$ cat src/rtl/deadtime_generator_pkg.sv
// Shared definitions for the bridge-leg dead-time blocks: FSM state encoding
// and the default dead-time configuration reused by every leg.
package deadtime_generator_pkg;

  typedef enum logic [1:0] {
    ST_SAFE = 2'd0,
    ST_DT   = 2'd1,
    ST_HIGH = 2'd2,
    ST_LOW  = 2'd3
  } dt_state_e;

  localparam int DEADTIME_DEFAULT = 10;
  localparam int DT_W_DEFAULT     = 8;

endpackage

$ cat src/rtl/deadtime_generator_array.sv
// N independent bridge legs, one per regularized command bit.
// With DEADTIME_PROG_EN all legs share one runtime i_deadtime.
module deadtime_generator_array
  import deadtime_generator_pkg::*;
#(
  parameter int N        = 3,
  parameter int DEADTIME = DEADTIME_DEFAULT,
  parameter int DT_W     = DT_W_DEFAULT
) (
  input  logic            i_clk,
  input  logic            i_reset,
  input  logic            i_enable,
  input  logic [N-1:0]    i_signal,
`ifdef DEADTIME_PROG_EN
  input  logic [DT_W-1:0] i_deadtime,
`endif
  output logic [N-1:0]    o_high,
  output logic [N-1:0]    o_low,
  output logic [N-1:0]    o_busy
);

  for (genvar gi = 0; gi < N; gi++) begin : g_leg
    deadtime_generator #(
      .DEADTIME (DEADTIME),
      .DT_W     (DT_W)
    ) u_leg (
      .i_clk      (i_clk),
      .i_reset    (i_reset),
      .i_enable   (i_enable),
      .i_signal   (i_signal[gi]),
`ifdef DEADTIME_PROG_EN
      .i_deadtime (i_deadtime),
`endif
      .o_high     (o_high[gi]),
      .o_low      (o_low[gi]),
      .o_busy     (o_busy[gi])
    );
  end

endmodule

$ cat src/rtl/deadtime_generator_counter.sv
// Dead-time interval counter: load to 1 with a latched length, increment while
// active, saturate at all-ones, flag when the latched length is reached.
module deadtime_counter #(
  parameter int DT_W = 8
) (
  input  logic            i_clk,
  input  logic            i_reset,
  input  logic            i_load,
  input  logic            i_inc,
  input  logic [DT_W-1:0] i_len,
  output logic            o_done
);

  localparam logic [DT_W-1:0] CNT_ONE = DT_W'(1);
  localparam logic [DT_W-1:0] CNT_MAX = '1;

  logic [DT_W-1:0] count_reg;
  logic [DT_W-1:0] len_reg;

  always_ff @(posedge i_clk or posedge i_reset) begin
    if (i_reset) begin
      count_reg <= '0;
      len_reg   <= CNT_ONE;
    end else if (i_load) begin
      count_reg <= CNT_ONE;
      // A zero length would never terminate, so it is promoted to one cycle
      len_reg   <= (i_len == '0) ? CNT_ONE : i_len;
    end else if (i_inc && (count_reg != CNT_MAX)) begin
      count_reg <= count_reg + CNT_ONE;
    end
  end

  assign o_done = (count_reg == len_reg);

endmodule

$ cat src/rtl/deadtime_generator.sv
// Complementary half-bridge gate driver with guaranteed dead time.
// Optional DEADTIME_PROG_EN adds the runtime i_deadtime input.
module deadtime_generator
  import deadtime_generator_pkg::*;
#(
  parameter int DEADTIME = DEADTIME_DEFAULT,
  parameter int DT_W     = DT_W_DEFAULT
) (
  input  logic            i_clk,
  input  logic            i_reset,
  input  logic            i_enable,
  input  logic            i_signal,
`ifdef DEADTIME_PROG_EN
  input  logic [DT_W-1:0] i_deadtime,
`endif
  output logic            o_high,
  output logic            o_low,
  output logic            o_busy
);

  dt_state_e       state_reg, state_next;
  logic            target_reg, target_next;
  logic            cnt_load;
  logic            cnt_done;
  logic [DT_W-1:0] dt_len;
  logic            high_reg, low_reg, busy_reg;

`ifdef DEADTIME_PROG_EN
  assign dt_len = i_deadtime;
`else
  assign dt_len = DT_W'(DEADTIME);
  if ((DEADTIME < 1) || (DEADTIME > (2**DT_W) - 1)) begin : g_bad_deadtime
    $error("deadtime_generator: DEADTIME outside 1..2**DT_W-1");
  end
`endif

  deadtime_counter #(.DT_W(DT_W)) u_counter (
    .i_clk   (i_clk),
    .i_reset (i_reset),
    .i_load  (cnt_load),
    .i_inc   (state_reg == ST_DT),
    .i_len   (dt_len),
    .o_done  (cnt_done)
  );

  always_ff @(posedge i_clk or posedge i_reset) begin
    if (i_reset) begin
      state_reg  <= ST_SAFE;
      target_reg <= 1'b0;
      high_reg   <= 1'b0;
      low_reg    <= 1'b0;
      busy_reg   <= 1'b0;
    end else begin
      state_reg  <= state_next;
      target_reg <= target_next;
      // Outputs decode the next state so they change on the same edge as the FSM
      high_reg   <= (state_next == ST_HIGH);
      low_reg    <= (state_next == ST_LOW);
      busy_reg   <= (state_next == ST_DT);
    end
  end

  always_comb begin
    state_next  = state_reg;
    target_next = target_reg;
    cnt_load    = 1'b0;
    if (!i_enable) begin
      state_next = ST_SAFE;
    end else begin
      case (state_reg)
        ST_SAFE: begin
          state_next  = ST_DT;
          target_next = i_signal;
          cnt_load    = 1'b1;
        end
        ST_DT: begin
          // A changed command restarts the whole interval toward the new side
          if (i_signal != target_reg) begin
            target_next = i_signal;
            cnt_load    = 1'b1;
          end else if (cnt_done) begin
            state_next = target_reg ? ST_HIGH : ST_LOW;
          end
        end
        ST_HIGH: begin
          if (!i_signal) begin
            state_next  = ST_DT;
            target_next = 1'b0;
            cnt_load    = 1'b1;
          end
        end
        ST_LOW: begin
          if (i_signal) begin
            state_next  = ST_DT;
            target_next = 1'b1;
            cnt_load    = 1'b1;
          end
        end
        default: state_next = ST_SAFE;
      endcase
    end
  end

  assign o_high = high_reg;
  assign o_low  = low_reg;
  assign o_busy = busy_reg;

endmodule
$ cat config.mk
export PLATFORM = sky130hd
export DESIGN_NAME = deadtime_generator_array
export DESIGN_NICKNAME = d
export VERILOG_FILES = /design/src/rtl/deadtime_generator_pkg.sv /design/src/rtl/deadtime_generator_array.sv /design/src/rtl/deadtime_generator_counter.sv /design/src/rtl/deadtime_generator.sv
export SDC_FILE = /design/constraint.sdc
export NUM_CORES = 1
export LEC_CHECK = 0
export ABC_AREA = 1
export CORE_ASPECT_RATIO = 1.25
export CORE_MARGIN = 3
export CORE_UTILIZATION = 23
export CTS_BUF_LIST = sky130_fd_sc_hd__clkbuf_16
export DETAILED_ROUTE_END_ITERATION = 7
export GPL_TIMING_DRIVEN = 0
export HOLD_SLACK_MARGIN = 0.02
export PLACE_DENSITY = 0.4
export SYNTH_ARGS = -nofsm -noshare
export SYNTH_HDL_FRONTEND = slang
export SYNTH_SLANG_ARGS = --single-unit
$ cat constraint.sdc
create_clock -name i_clk -period 1.85 [get_ports i_clk]
set_input_delay 0.185 -clock i_clk [delete_from_list [all_inputs] [get_ports i_clk]]
set_output_delay 0.185 -clock i_clk [all_outputs]
set_load 0.05 [all_outputs]
==> impl.org <==
** Power and ir drop
- Net switching is about a quarter of the power.
- Total power consumption of the routed design :: 2.66 mW
- In this run the power spent charging and discharging nets is about 670 µW.
- Maximum VDD drop :: between 0.3 and 0.4 mV
- Sequential power share :: 44.1%
- Internal Power :: ~2 mW
- In this run the static leakage power is 1.50 nW.
- Cell area power density :: 841 mW/mm²
- Gate power share :: between 10% and 20%
- Per report_power, the clock group accounts for between 40% and 50% of the total.

** Timing
- Hold Fails Final Rpt :: 0
- Final critical-path share of the clock period :: around nine tenths
- After layout, the minimum clock period comes to 1.69 ns.
- Number of pins with negative max-slew slack in the final report :: 0
- Remaining max-slew budget at the tightest pin :: approximately two thirds
- On the final layout, the worst clock skew is roughly 0.0074 ns.
- Final setup viols :: 0
- RSZ-0062 raised after global routing :: false
- Timing would allow up to just under 0.6 GHz.
- Summed over all failing endpoints, the final setup total negative slack is 0 ns.
- Worst slew pin tran :: between 0.5 and 0.6 ns

** Logic synthesis
- Multiplexer share of the synthesized area :: 0%
- Biggest area contributors in the synthesized netlist :: dfrtp_1 42%, nand2_1 13%, nor2_1 8.2%
- Number of standard cells after synthesis :: about 360
- Average cell area after synthesis :: roughly 7.4 µm²
- Summing the areas of all compound-gate instances in the mapped netlist gives about 7.2% of the synthesized area.
- The number of nets in the synthesized netlist is 367.
- The most common cell in the synthesized netlist is nand2_1.
- Of the total synthesized cell area, the portion taken by XOR and XNOR cells is less than 1%.
- Yosys mapped the design onto 29 distinct sky130hd cell types.
- Sequential-to-total area share from yosys stat :: 45.4%
- Of the total synthesized cell area, the portion taken by AND, OR, NAND and NOR gates is 34.4%.
- During synthesis, Yosys emitted a total of 0 warnings.
- Count of flip-flops with a built-in enable after synthesis :: 0
- The top cell type by area accounts for around 42% of the synthesized area.
- Summed over all instances, the cell type with the most area after synthesis is dfrtp_1.
- The commonest cells after synthesis are 95 x nand2_1, 58 x nor2_1, 45 x dfrtp_1, 45 x inv_1, 26 x nand3_1.
- Synth Flop Type :: dfrtp_1
- The mapped netlist covers 0.00266 mm².
- Number of flip-flops and latches in the synthesized netlist :: 48
- Main combinational cell family by area after synthesis :: simple AND/OR/NAND/NOR gates
- Counting flops with an async set or reset pin after synthesis yields a share of 100%.
- Adder and majority cell fraction of the synthesized area :: 1.41%

** Floorplan
- The floorplan has 43 rows.
- Total I/O pin count :: 15
- The floorplan step set the die width to roughly 100 µm.
- Die Span Y :: around 130 µm
- The region available for standard cell placement spans 0.0112 mm².
- For this configuration, the core starts out at a cell density of 23.7%.
- Die outline area :: approximately 0.013 mm²

** Layout
- Number of standard cells in the layout, taps in and fillers out :: 514
- Number of flip-flops in the largest register :: 24
- Compared with the post-synthesis result, the final layout area differs by 19.0%.
- Cells fill between 20% and 30% of the core in the end.
- The final layout contains about 390 nets.
- Share of cells above drive strength 1 :: 14.5%
- Ant diodes :: 0

** Detailed routing
- Pre-Repair DR Iteration Count :: 4
- Number of nets still failing antenna checks after routing :: 0
- Total wirelength of the detailed-routed design :: 5300 µm
- Using the TritonRoute via totals, the vias-per-cell ratio works out to around 4.2.
- Iter 0 DRT Violations :: 78
- Mean routed wirelength per cell :: approximately 10 µm
- Vias after detailed routing :: ~2200
- Number of design rule violations left after detail routing :: 0

** GRT
- Remaining global-route overflow :: 0
- Global routing used roughly 8.8% of the available tracks.
- Vias in the first global route :: 2081
- Maximum number of pins on one net before global-route repair :: 33
- Antenna violations before repair :: 0
- The first global-routing pass estimated roughly 9300 µm of wire.

** Clock tree
- At the later pin of the worst-skew pair, clock insertion delay measures 0.29 ns.
- Clock buffers created by TritonCTS :: 5
- Post-CTS repair changed the size of 0 cells.
- The tree is rooted in a clkbuf_16.
- The H-tree was split into 2 levels.
- Clock tree from TritonCTS :: done
- The clock drives between 40 and 50 sinks.
- Post-CTS timing repair inserted 0 buffers for setup.
- Hold-fix buffers, CTS :: 0
- Clock input transition at the sequential cells of the worst setup and hold paths :: about 0.070 ns
- Number of buffers on the longest clock path :: 2

** Flow run
- Max-cap violations in this run came to 0.

** Critical path
- STA puts the critical path data arrival time at 1.51 ns.
- Req. time, crit path :: between 1.5 and 2 ns
- Kind of end point of the critical path :: output port
- The worst setup path is launched from a flop.
- The critical path is of the flop to output port type.
- Slack of the worst reg-to-reg path :: about 0.33 ns
- Top fanout value on the critical path :: 1

** Placement
- Once placement completed, the tool counted placed cells totaling 507.
- Weighted congestion reported at the end of routability-driven placement :: between 0.7 and 0.8
- Count of buffers from port buffering :: 13
- HPWL after detailed placement :: about 4100 µm

** Status
- Outcome :: finished clean

** Worst hold path
- Hold/Removal Path Class :: input port to asynchronous set/reset pin
-- final timing paths --
check | startpoint | cells past startpoint | endpoint
max | g_leg[0].u_leg.o_busy$_DFF_PP0_ | 2 | o_busy[0]
min | i_reset | 2 | g_leg[2].u_leg.o_busy$_DFF_PP0_
max reg2reg | g_leg[0].u_leg.u_counter.count_reg[0]$_DFFE_PP0P_ | 7 | g_leg[0].u_leg.u_counter.count_reg[6]$_DFFE_PP0P_
min reg2reg | g_leg[0].u_leg.u_counter.len_reg[1]$_DFFE_PP0N_ | 2 | g_leg[0].u_leg.u_counter.len_reg[1]$_DFFE_PP0N_
max in group asynchronous | i_reset | 3 | g_leg[1].u_leg.u_counter.len_reg[0]$_DFFE_PP1N_
min in group i_clk | i_enable | 3 | g_leg[1].u_leg.o_low$_DFF_PP0_
-- per-layer routing --
metal  share of wire (%)  vias to the layer above  GRT usage (%)  routed length [µm]
met5                   0                        -              0                   0
met4                0.72                        0           2.08                  38
met3                 2.3                        4           1.88                 124
met2                  50                       20           16.0                2650
met1                  47                      983           10.5                2480
li1                    -                     1147              -                   -
-- logic make-up (layout without fill, tap and decap cells) --
| logic type | count (synthesis) | count (layout) |
|---|---|---|
| AO/OA/AOI/OAI | 33 | 33 |
| XOR/XNOR | 2 | 2 |
| adder cells (fa/ha/maj) | 3 | 3 |
| buffers and inverters | 65 | 86 |
| flip-flops | 48 | 48 |
| AND/OR/NAND/NOR | 207 | 207 |
-- power by group through the flow --
stage	clock network [mW]	registers, mW	logic [mW]
6_report	1.16	1.17	0.322
5_1_grt	1.22	1.18	0.375
4_1_cts	1.20	1.17	0.332
3_5_place_dp	0	1.19	0.330
3_3_place_gp	0	1.19	0.324
2_1_floorplan	0	1.17	0.249
-- layout make-up --
class	instances	area [µm²]
Clock buffer	5	125
Clock inverter	2	60.1
Multi-Input combinational cell	245	1160
Buffer	11	86.3
Inverter	54	205
Timing Repair Buffer	14	150
Tap cell	135	169
Fill cell	1222	8030
Sequential cell	48	1200
-- worst max-delay path: stages, from the launching register on --
cell	delay (ns)
dfrtp_1	0.33
buf_4	0.10
clkdlybuf4s50_1	0.79
-- cells in the final DEF, fill, tap and decap left out, types with 9 or more instances in the layout --
master / count
inv_1: 44
nand2_1: 95
nand3_1: 26
dfrtp_1: 45
nor2_1: 58
a21oi_1: 9
clkdlybuf4s50_1: 13
o21ai_0: 12
inv_2: 9
buf_4: 10
-- through the flow --
stage / instance area [µm²] / hold WS, ns / setup WS [ns]
after global placement: 2950 / 0.454 / -0.608
after floorplan: 2660 / 0.351 / 0.515
after CTS: 3160 / 0.214 / 0.138
after global routing: 3160 / 0.225 / 0.112
after detailed placement: 2970 / 0.450 / 0.166
final: 3160 / 0.204 / 0.156
Note: power is estimated with default switching activity, not from simulation.
